$ cat config.mk
export PLATFORM = sky130hd
export DESIGN_NAME = pkt_copy_ctrl_flat
export DESIGN_NICKNAME = d
export VERILOG_FILES = /design/src/rtl/pkt_copy_ctrl_if.sv /design/src/rtl/pkt_copy_ctrl.sv /design/src/flat_wrapper.sv
export SDC_FILE = /design/constraint.sdc
export NUM_CORES = 1
export LEC_CHECK = 0
export CAP_MARGIN = 20
export CORE_MARGIN = 2
export CORE_UTILIZATION = 42
export CTS_BUF_LIST = sky130_fd_sc_hd__clkbuf_8
export DETAILED_ROUTE_END_ITERATION = 8
export GPL_ROUTABILITY_DRIVEN = 0
export PLACE_DENSITY_LB_ADDON = 0.2
export SLEW_MARGIN = 20
export SYNTH_ARGS = -nofsm -noshare
export SYNTH_HDL_FRONTEND = slang
export SYNTH_SLANG_ARGS = --single-unit
$ cat constraint.sdc
create_clock -name iclk -period 1.5 [get_ports iclk]
set_input_delay 0.45 -clock iclk [delete_from_list [all_inputs] [get_ports iclk]]
set_output_delay 0.45 -clock iclk [all_outputs]
set_load 0.02 [all_outputs]
$ cat src/rtl/pkt_copy_ctrl_if.sv
// Bus bundle between the packet-copy controller (slave) and its client/reg_files (master).
interface pkt_copy_ctrl_if #(
  parameter int unsigned pBITS  = 8,
  parameter int unsigned pWIDHT = 2
);
  logic              istart;
  logic [pWIDHT-1:0] isrc_base;
  logic [pWIDHT-1:0] idst_base;
  logic [pWIDHT:0]   ilen;
  logic              ihold;
  logic [pBITS-1:0]  isrc_rdata;
  logic [pWIDHT-1:0] osrc_raddr;
  logic [pWIDHT-1:0] odst_waddr;
  logic [pBITS-1:0]  odst_wdata;
  logic              odst_wen;
  logic              odst_clr;
  logic              ordy;
  logic              odone;
  logic              oerr;

  modport slave (
    input  istart, isrc_base, idst_base, ilen, ihold, isrc_rdata,
    output osrc_raddr, odst_waddr, odst_wdata, odst_wen, odst_clr, ordy, odone, oerr
  );

  modport master (
    output istart, isrc_base, idst_base, ilen, ihold, isrc_rdata,
    input  osrc_raddr, odst_waddr, odst_wdata, odst_wen, odst_clr, ordy, odone, oerr
  );
endinterface

$ cat src/rtl/pkt_copy_ctrl.sv
// Copies ilen words from a source reg_file to a destination reg_file, one word per cycle.
// Optional PKT_COPY_CLR_EN inserts a one-cycle destination clear before the copy.
module pkt_copy_ctrl #(
  parameter int unsigned pBITS  = 8,
  parameter int unsigned pWIDHT = 2
) (
  input  logic           iclk,
  input  logic           irst_n,
  pkt_copy_ctrl_if.slave bus
);
  localparam int unsigned AW = pWIDHT;
  localparam int unsigned LW = pWIDHT + 1;
  localparam logic [LW-1:0] DEPTH = LW'(2 ** pWIDHT);

  typedef enum logic [2:0] {
    S_IDLE  = 3'd0,
    S_CLEAR = 3'd1,
    S_COPY  = 3'd2,
    S_FLUSH = 3'd3,
    S_DONE  = 3'd4
  } state_t;

`ifdef PKT_COPY_CLR_EN
  localparam state_t S_FIRST = S_CLEAR;
`else
  localparam state_t S_FIRST = S_COPY;
`endif

  state_t           state_q, state_d;
  logic [AW-1:0]    src_base_q, dst_base_q, rcnt_q, waddr_q;
  logic [LW-1:0]    len_q;
  logic [pBITS-1:0] wdata_q;
  logic             wvalid_q, oerr_q;
  logic             len_ok_c, last_c, accept_c, err_c, adv_c, flush_c;

  assign len_ok_c = (bus.ilen != '0) && (bus.ilen <= DEPTH);
  assign last_c   = ({1'b0, rcnt_q} == (len_q - LW'(1)));

  // Next-state and datapath enables
  always_comb begin
    state_d  = state_q;
    accept_c = 1'b0;
    err_c    = 1'b0;
    adv_c    = 1'b0;
    flush_c  = 1'b0;
    case (state_q)
      S_IDLE, S_DONE: begin
        state_d = S_IDLE;
        if (bus.istart) begin
          if (len_ok_c) begin
            accept_c = 1'b1;
            state_d  = S_FIRST;
          end else begin
            err_c = 1'b1;
          end
        end
      end
      S_CLEAR: state_d = S_COPY;
      S_COPY: begin
        if (!bus.ihold) begin
          adv_c = 1'b1;
          if (last_c) state_d = S_FLUSH;
        end
      end
      S_FLUSH: begin
        if (!bus.ihold) begin
          flush_c = 1'b1;
          state_d = S_DONE;
        end
      end
      default: state_d = S_IDLE;
    endcase
  end

  // State, counters and the write register
  always_ff @(posedge iclk) begin
    if (!irst_n) begin
      state_q    <= S_IDLE;
      src_base_q <= '0;
      dst_base_q <= '0;
      len_q      <= '0;
      rcnt_q     <= '0;
      waddr_q    <= '0;
      wdata_q    <= '0;
      wvalid_q   <= 1'b0;
      oerr_q     <= 1'b0;
    end else begin
      state_q <= state_d;
      oerr_q  <= err_c;
      if (accept_c) begin
        src_base_q <= bus.isrc_base;
        dst_base_q <= bus.idst_base;
        len_q      <= bus.ilen;
        rcnt_q     <= '0;
      end
      if (adv_c) begin
        wdata_q  <= bus.isrc_rdata;
        waddr_q  <= dst_base_q + rcnt_q;
        wvalid_q <= 1'b1;
        rcnt_q   <= rcnt_q + AW'(1);
      end
      if (flush_c) wvalid_q <= 1'b0;
    end
  end

  assign bus.osrc_raddr = src_base_q + rcnt_q;
  assign bus.odst_waddr = waddr_q;
  assign bus.odst_wdata = wdata_q;
  assign bus.odst_wen   = wvalid_q & ~bus.ihold;
  assign bus.ordy       = (state_q == S_IDLE) || (state_q == S_DONE);
  assign bus.odone      = (state_q == S_DONE);
  assign bus.oerr       = oerr_q;
`ifdef PKT_COPY_CLR_EN
  assign bus.odst_clr   = (state_q == S_CLEAR);
`else
  assign bus.odst_clr   = 1'b0;
`endif

endmodule

$ cat src/flat_wrapper.sv
// flat-port wrapper written by rule: the top's interface ports become plain ports
module pkt_copy_ctrl_flat 
#(
  parameter int unsigned pBITS  = 8,
  parameter int unsigned pWIDHT = 2
)
  (iclk, irst_n, bus_istart, bus_isrc_base, bus_idst_base, bus_ilen, bus_ihold, bus_isrc_rdata, bus_osrc_raddr, bus_odst_waddr, bus_odst_wdata, bus_odst_wen, bus_odst_clr, bus_ordy, bus_odone, bus_oerr);
  pkt_copy_ctrl_if #(.pBITS(pBITS), .pWIDHT(pWIDHT)) bus_i ();
  input  logic iclk;
  input  logic irst_n;
  input wire logic [$bits(bus_i.istart)-1:0] bus_istart;
  input wire logic [$bits(bus_i.isrc_base)-1:0] bus_isrc_base;
  input wire logic [$bits(bus_i.idst_base)-1:0] bus_idst_base;
  input wire logic [$bits(bus_i.ilen)-1:0] bus_ilen;
  input wire logic [$bits(bus_i.ihold)-1:0] bus_ihold;
  input wire logic [$bits(bus_i.isrc_rdata)-1:0] bus_isrc_rdata;
  output wire logic [$bits(bus_i.osrc_raddr)-1:0] bus_osrc_raddr;
  output wire logic [$bits(bus_i.odst_waddr)-1:0] bus_odst_waddr;
  output wire logic [$bits(bus_i.odst_wdata)-1:0] bus_odst_wdata;
  output wire logic [$bits(bus_i.odst_wen)-1:0] bus_odst_wen;
  output wire logic [$bits(bus_i.odst_clr)-1:0] bus_odst_clr;
  output wire logic [$bits(bus_i.ordy)-1:0] bus_ordy;
  output wire logic [$bits(bus_i.odone)-1:0] bus_odone;
  output wire logic [$bits(bus_i.oerr)-1:0] bus_oerr;
  assign bus_i.istart = bus_istart;
  assign bus_i.isrc_base = bus_isrc_base;
  assign bus_i.idst_base = bus_idst_base;
  assign bus_i.ilen = bus_ilen;
  assign bus_i.ihold = bus_ihold;
  assign bus_i.isrc_rdata = bus_isrc_rdata;
  assign bus_osrc_raddr = bus_i.osrc_raddr;
  assign bus_odst_waddr = bus_i.odst_waddr;
  assign bus_odst_wdata = bus_i.odst_wdata;
  assign bus_odst_wen = bus_i.odst_wen;
  assign bus_odst_clr = bus_i.odst_clr;
  assign bus_ordy = bus_i.ordy;
  assign bus_odone = bus_i.odone;
  assign bus_oerr = bus_i.oerr;
  pkt_copy_ctrl #(.pBITS(pBITS), .pWIDHT(pWIDHT)) u_core (.iclk(iclk), .irst_n(irst_n), .bus(bus_i));
endmodule
==> results.yml, run 1 <==
critical_path:
  critPathMaxFanout: 2
  crit_start: "u_core.src_base_q[0]"
  critical_path_required_ns: 1.05
  end_kind: "primary output"
  timing_worst_setup_path_type: "reg -> out"
  worstPathArrival_ns: 1.19
  kind_of_start_point_of_the_critical_path: "flop"
  rr_startpoint: "u_core.state_q[0]"
sta:
  whs_ns: 0.453
  count_of_endpoints_failing_hold_in_the_final_timing_report: 0
  finalWorstPathRequiredPeriod_ns: 1.64
  maximum_clock_frequency_mhz: 608
  rsz0062_at_grt: "true"
  setup_viol: 3
  ratio_of_final_minimum_period_to_clock_period: 1.10
  timing.final.ws_setup_ns: -0.143
  worst_clock_skew_ns: 0.00388
  finalMaxSlewViolations: 0
global_routing:
  grt.overflow.total: 0
  grt_start_max_net_pins: 20
  grt_antenna_before_repair: 0
  grt_pass1_wl_mm: 4.06
  grt_util_all_layers: 0.190
  grt_pass1_vias: 1006
finish:
  n_antenna_cell: 0
  n_fill_cell: 197
  layout.area.seq_um2: 484
  drive_above_1_share: 0.271
  flow.area_growth_from_synthesis_pct: 61.0
  finalNonFillerCells: 207
  multi_input_area_um2: 634
  layout.nets: 201
power_and_ir_drop:
  p_int_mw: 0.998
  vdd.ir_drop.worst_v: 0.000703
  p_sw_mw: 0.337
  p_leak_nw: 0.767
  pwr_density_cell_nw_per_um2: 770
  switching_share: 0.253
  p_seq_frac: 0.511
  power.combinational.fraction: 0.212
  clock_power_share: 0.278
placed_design:
  post_detail_place_hpwl_mm: 1.86
  placed_cells_incl_taps: 200
  numPortBuffers: 34
clock_network:
  cts_tree: "yes"
  ctsLongestPathBuffers: 2
  ctsRootBufferMaster: "sky130_fd_sc_hd__clkbuf_8"
  cts.sink_count: 24
  clk_pin_slew_ns: 0.08
  clock_tree.htree_level_count: 1
  clk_latency_ns: 0.26
  hold_buffers: 0
  tritoncts.num_buffers: 3
route:
  number_of_vias_per_cell: 4.99
  drtPass1Iterations: 4
  route.vias.total: 1033
  route.detailed.drc: 0
  postRouteAntennaNets: 0
  postRouteWirelength_mm: 2.68
  wl_per_cell_um: 12.9
  drtIter0Drc: 3
floorplanning:
  floorplan.die.height_um: 54.6
  core_ar_um2: 2450
  die_w_um: 54.6
  pin_count: 36
  start_util: 0.439
  die-area_um2: 2990
  placement_rows: 18
logic_synthesis:
  synth_cell_type_count: 32
  synth_async_sr_flop_share: 0
  syn_nets: 146
  synth.area.top_cells: "sky130_fd_sc_hd__dfxtp_1 45%, sky130_fd_sc_hd__nand2_1 12%, sky130_fd_sc_hd__mux2i_1 6.5%"
  ys_ff_latch: 24
  synth_largest_type_area_fraction: 0.446
  count_of_flip_flops_with_a_built_in_enable_after_synthesis: 0
  seq_total_area_yosys: 0.446
  synth.yosys.warnings: 0
  synth_cells: 124
  synthesized_cell_area_um2: 1080
  avgSynthCellArea_um2: 8.69
  yosys_most_used_dff: "sky130_fd_sc_hd__dfxtp_1"
  dominant_cell_type_by_area_after_synthesis: "sky130_fd_sc_hd__dfxtp_1"
min_path:
  hp-start: "u_core.bus.odst_wdata[3]"
  classification_of_the_worst_slack_hold_path: "reg -> reg"
run_status:
  failed_checks: "setup timing"
  run_status: "complete, but fails checks"
flow_run:
  max_cap_viol_count: 0
==> cell usage after synthesis (all sizes together), types with 2 or more instances <==
| cell | n |
|---|---|
| or3 | 2 |
| nor2 | 2 |
| nor3 | 3 |
| a21oi | 10 |
| clkbuf | 3 |
| buf | 5 |
| o21ai | 2 |
| o21a | 2 |
| xor2 | 3 |
| dfxtp | 24 |
| ha | 3 |
| xnor2 | 4 |
| nand3 | 2 |
| mux2i | 7 |
| nand2 | 35 |
| inv | 3 |
==> cells in the final DEF, fill, tap and decap left out, types with 2 or more instances in the layout <==
master | netlist | layout
sky130_fd_sc_hd__buf_2 | 2 | 2
sky130_fd_sc_hd__inv_1 | 3 | 3
sky130_fd_sc_hd__xnor2_1 | 4 | 2
sky130_fd_sc_hd__dlygate4sd2_1 | 0 | 13
sky130_fd_sc_hd__clkbuf_8 | 1 | 3
sky130_fd_sc_hd__xor2_1 | 3 | 3
sky130_fd_sc_hd__or3_1 | 2 | 2
sky130_fd_sc_hd__clkdlybuf4s50_1 | 0 | 13
sky130_fd_sc_hd__o21a_1 | 2 | 2
sky130_fd_sc_hd__buf_4 | 3 | 23
sky130_fd_sc_hd__a21oi_1 | 10 | 10
sky130_fd_sc_hd__ha_1 | 3 | 2
sky130_fd_sc_hd__nor3_1 | 3 | 2
sky130_fd_sc_hd__nand2_1 | 35 | 35
sky130_fd_sc_hd__dfxtp_2 | 0 | 3
sky130_fd_sc_hd__dfxtp_1 | 24 | 21
sky130_fd_sc_hd__mux2i_1 | 7 | 6
==> final cells by class <==
type	count	share of cell area
inverters	3	0.00649
clock buffers	3	0.0238
repair buffers	58	0.303
flip-flops and latches	24	0.279
well taps	30	0.0216
multi-input cells	89	0.366
==> path summary, 6_finish.rpt <==
path / end / slack, ns / depth (start not counted)
min: u_core.bus.odst_wdata[3] / 0.45 / 2
max: bus_osrc_raddr[1] / -0.14 / 4
max reg2reg: u_core.rcnt_q[1] / -0.04 / 4
min reg2reg: u_core.bus.odst_wdata[3] / 0.45 / 2
==> registers in the layout, indices dropped and copies added, names as in the netlist <==
| name | count |
|---|---|
| u_core.bus.oerr | 1 |
| u_core.wvalid_q | 1 |
| u_core.len_q | 3 |
| u_core.dst_base_q | 2 |
| u_core.state_q | 3 |
| u_core.bus.odst_wdata | 8 |
| u_core.src_base_q | 2 |
| u_core.bus.odst_waddr | 2 |
| u_core.rcnt_q | 2 |
==> power by group through the flow <==
stage | clock [mW] | combinational [mW] | sequential (mW)
floorplan | 0 | 0.116 | 0.706
global placement | 0 | 0.263 | 0.693
detailed placement | 0 | 0.268 | 0.694
CTS | 0.382 | 0.259 | 0.681
global route | 0.402 | 0.309 | 0.685
finish | 0.371 | 0.282 | 0.682
==> per-layer routing <==
layer	track usage	part of all wire	vias to the layer above
met4	0.0625	0.013	0
met5	0	0	-
met3	0.0492	0.045	4
met2	0.369	0.55	26
li1	-	-	522
met1	0.192	0.39	481
==> timing repair <==
| action | in CTS | in global routing |
|---|---|---|
| setup endpoints to repair | 37 | 14 |
| pin swaps | 6 | 5 |
| gates cloned | 0 | 1 |
| hold endpoints to repair | 0 | 0 |
| gates resized for setup | 45 | 17 |
| buffers inserted | 1 | 2 |
==> kinds of logic (layout without fill, tap and decap cells) <==
group / after synthesis / in the layout / share of synthesized area
AOI/OAI and AO/OA: 18 / 18 / 0.102
xor gates and xnor gates: 7 / 7 / 0.0569
adders and majority gates: 3 / 3 / 0.0348
buffers and inverters: 11 / 64 / 0.0604
DFF: 24 / 24 / 0.446
muxes: 7 / 7 / 0.0650
other: 1 / 1 / 0.00348
and+or+nand+nor: 53 / 53 / 0.231
==> critical path, cell delays in order, from the launching register on <==
cell and delay [ns]:
sky130_fd_sc_hd__dfxtp_2 0.34, sky130_fd_sc_hd__ha_4 0.17, sky130_fd_sc_hd__xnor2_4 0.14, sky130_fd_sc_hd__xnor2_2 0.12, sky130_fd_sc_hd__buf_4 0.16
==> through the flow <==
step                      total power [mW]  instance area [um^2]  setup WS, ns   util  setup TNS, ns
after floorplan                      0.823                  1080      -0.00154      -       -0.00154
after global placement               0.956                  1580        -0.557  0.645          -9.70
after detailed placement             0.962                  1580        -0.561  0.645         -10.09
after CTS                             1.32                  1640        -0.190  0.667         -0.190
after global routing                  1.40                  1730        -0.196  0.706         -0.318
final                                 1.34                  1730        -0.143  0.706         -0.183
Note: power is estimated with default switching activity, not from simulation.
==> inputs of run 2 (changes only) <==
==> constraint.sdc (replaced) <==
create_clock -name iclk -period 1.5 [get_ports iclk]
set_input_delay 0.3 -clock iclk [delete_from_list [all_inputs] [get_ports iclk]]
set_output_delay 0.3 -clock iclk [all_outputs]
set_load 0.02 [all_outputs]
==> run 2 against run 1 <==
Effect of this change: the run still ends with setup timing left; sequential power about the same; die area unchanged; final area decreased by 4.8%; maximum frequency increased by 6.3%; critical path depth unchanged; largest power group unchanged; worst setup slack improved by 0.097 ns; global-route usage increased by 1.1 points; sequential share of layout area increased by 1.6 points.
==> results.yml, run 2 (synthesis results as in run 1) <==
route:
  route.detailed.drc: 0
  route.met2.wl_mm: 1.33
  route.vias.total: 1025
  wl_per_cell_um: 13.1
  postRouteWirelength_mm: 2.63
  number_of_vias_per_cell: 5.10
  route.layer.met1.wl_mm: 1.16
  met3WireLength_um: 107
  drtIter0Drc: 16
  drtPass1Iterations: 4
  top_signal_layer_used: "met4"
  postRouteAntennaNets: 0
sta:
  worst_clock_skew_ns: 0.00105
  timing.final.ws_setup_ns: -0.0462
  setup_viol: 1
  ratio_of_final_minimum_period_to_clock_period: 1.03
  finalMaxSlewViolations: 0
  count_of_endpoints_failing_hold_in_the_final_timing_report: 0
  finalWorstPathRequiredPeriod_ns: 1.55
  final.setup.tns_ns: -0.0462
  rsz0062_at_grt: "true"
  maximum_clock_frequency_mhz: 647
critical_path:
  critical-path-slowest-cell: "sky130_fd_sc_hd__dfxtp_2"
  critPathMaxFanout: 2
  end_kind: "primary output"
  critical_path_required_ns: 1.20
  critical_path.cell_chain: "ha_4 -> xnor2_2 -> xnor2_1 -> buf_4"
  worst_r2r_path_depth: 4
  r2r_endpoint: "u_core.rcnt_q[0]"
  worst-r2r-setup-slack_ns: 0.05
  critPathBufInv: 1
  timing_worst_setup_path_type: "reg -> out"
  rr_startpoint: "u_core.state_q[1]"
  timing.critical_path.max_delay_family: "flip-flops"
  worstPathArrival_ns: 1.25
  kind_of_start_point_of_the_critical_path: "flop"
  cpPeakStageDelay_ns: 0.35
floorplanning:
  pin_count: 36
  start_util: 0.439
  core_ar_um2: 2450
  placement_rows: 18
  die-area_um2: 2990
  floorplan.die.height_um: 54.6
  die_w_um: 54.6
clock_network:
  clk_pin_slew_ns: 0.08
  cts_tree: "yes"
  tritoncts.num_buffers: 3
  hold_buffers: 0
  cts.sink_count: 24
  ctsRootBufferMaster: "sky130_fd_sc_hd__clkbuf_8"
  clk_latency_ns: 0.26
  ctsLongestPathBuffers: 2
  clock_tree.htree_level_count: 1
placed_design:
  placed_cells_incl_taps: 195
  post_place_worst_slack_ns: -0.302
  post_detail_place_hpwl_mm: 1.76
  numPortBuffers: 34
finish:
  layout.area.seq_um2: 488
  n_fill_cell: 203
  n_antenna_cell: 0
  largest_reg_flops: 8
  multi_input_area_um2: 589
  finalNonFillerCells: 201
  layout_commonest_cell: "sky130_fd_sc_hd__nand2_1"
  flow.area_growth_from_synthesis_pct: 53.3
  layout.nets: 194
  drive_above_1_share: 0.199
  leading_cell_types_in_the_layout_fill_and_taps_excluded: "35 x sky130_fd_sc_hd__nand2_1, 20 x sky130_fd_sc_hd__dfxtp_1, 16 x sky130_fd_sc_hd__buf_4"
global_routing:
  grt_start_max_net_pins: 16
  grt_pass1_wl_mm: 4.25
  grt.overflow.total: 0
  grt_pass1_vias: 960
  grt_antenna_before_repair: 0
  grt_util_all_layers: 0.201
flow_run:
  max_cap_viol_count: 0
power_and_ir_drop:
  p_leak_nw: 0.736
  vdd.ir_drop.worst_v: 0.000652
  pwr_density_cell_nw_per_um2: 911
min_path:
  timing.hold.worst_path_depth: 2
  classification_of_the_worst_slack_hold_path: "reg -> reg"
  hold_end: "u_core.bus.odst_wdata[7]"
  hp-start: "u_core.bus.odst_wdata[7]"
run_status:
  failed_checks: "setup timing"
  run_status: "complete, but fails checks"
run 2: tightest hold or removal path: cells and delay by family (launching register included):
kind,cells,cell delay [ns]
AND/OR/NAND/NOR,1,0.05
AO/OA/AOI/OAI,1,0.05
flip-flops,1,0.31
run 2: layout make-up:
class / instances / share of cell area
Tap cell: 30 / 0.0227
Clock buffer: 3 / 0.0250
Timing Repair Buffer: 51 / 0.275
Sequential cell: 24 / 0.295
Multi-Input combinational cell: 89 / 0.357
Clock inverter: 1 / 0.0182
Inverter: 3 / 0.00682
run 2: layer usage:
metal | GRT usage | up-vias
met3 | 0.0383 | 4
met1 | 0.245 | 487
met4 | 0.0917 | 0
met5 | 0 | -
li1 | - | 509
met2 | 0.339 | 25
run 2: worst max-delay path by stage:
stage                                 start                 to  cells past startpoint
after floorplan           u_core.state_q[0]   u_core.rcnt_q[1]                      4
after global placement            bus_ihold   u_core.rcnt_q[1]                      4
after detailed placement          bus_ihold   u_core.rcnt_q[1]                      4
after CTS                  u_core.rcnt_q[0]  bus_osrc_raddr[1]                      4
after global routing       u_core.rcnt_q[0]  bus_osrc_raddr[1]                      4
final                      u_core.rcnt_q[0]  bus_osrc_raddr[1]                      4
run 2: stage by stage:
stage / hold WS, ns / cell area, um^2 / util / power (mW)
final: 0.453 / 1650 / 0.673 / 1.50
after detailed placement: 0.446 / 1530 / 0.622 / 0.948
after global routing: 0.467 / 1650 / 0.673 / 1.57
after floorplan: 0.377 / 1080 / - / 0.821
after global placement: 0.440 / 1530 / 0.622 / 0.942
after CTS: 0.456 / 1620 / 0.659 / 1.50
run 2: repair_timing:
item | in CTS | in global routing
endpoints found under the setup margin | 21 | 15
setup buffers | 1 | 1
gates cloned | 1 | 0
pin swaps | 2 | 3
resized for setup | 31 | 13
run 2: power breakdown:
part | switching (mW) | total [mW] | internal [mW]
sequential | 0.0189 | 0.683 | 0.664
clock | 0.205 | 0.562 | 0.357
combinational | 0.122 | 0.259 | 0.138
total | 0.346 | 1.50 | 1.16
==> inputs of run 3 (changes only) <==
CTS_CLUSTER_SIZE = 25   (was default)
==> results of run 3 <==
No change in the layout: final DEF, timing and power equal those of run 2.
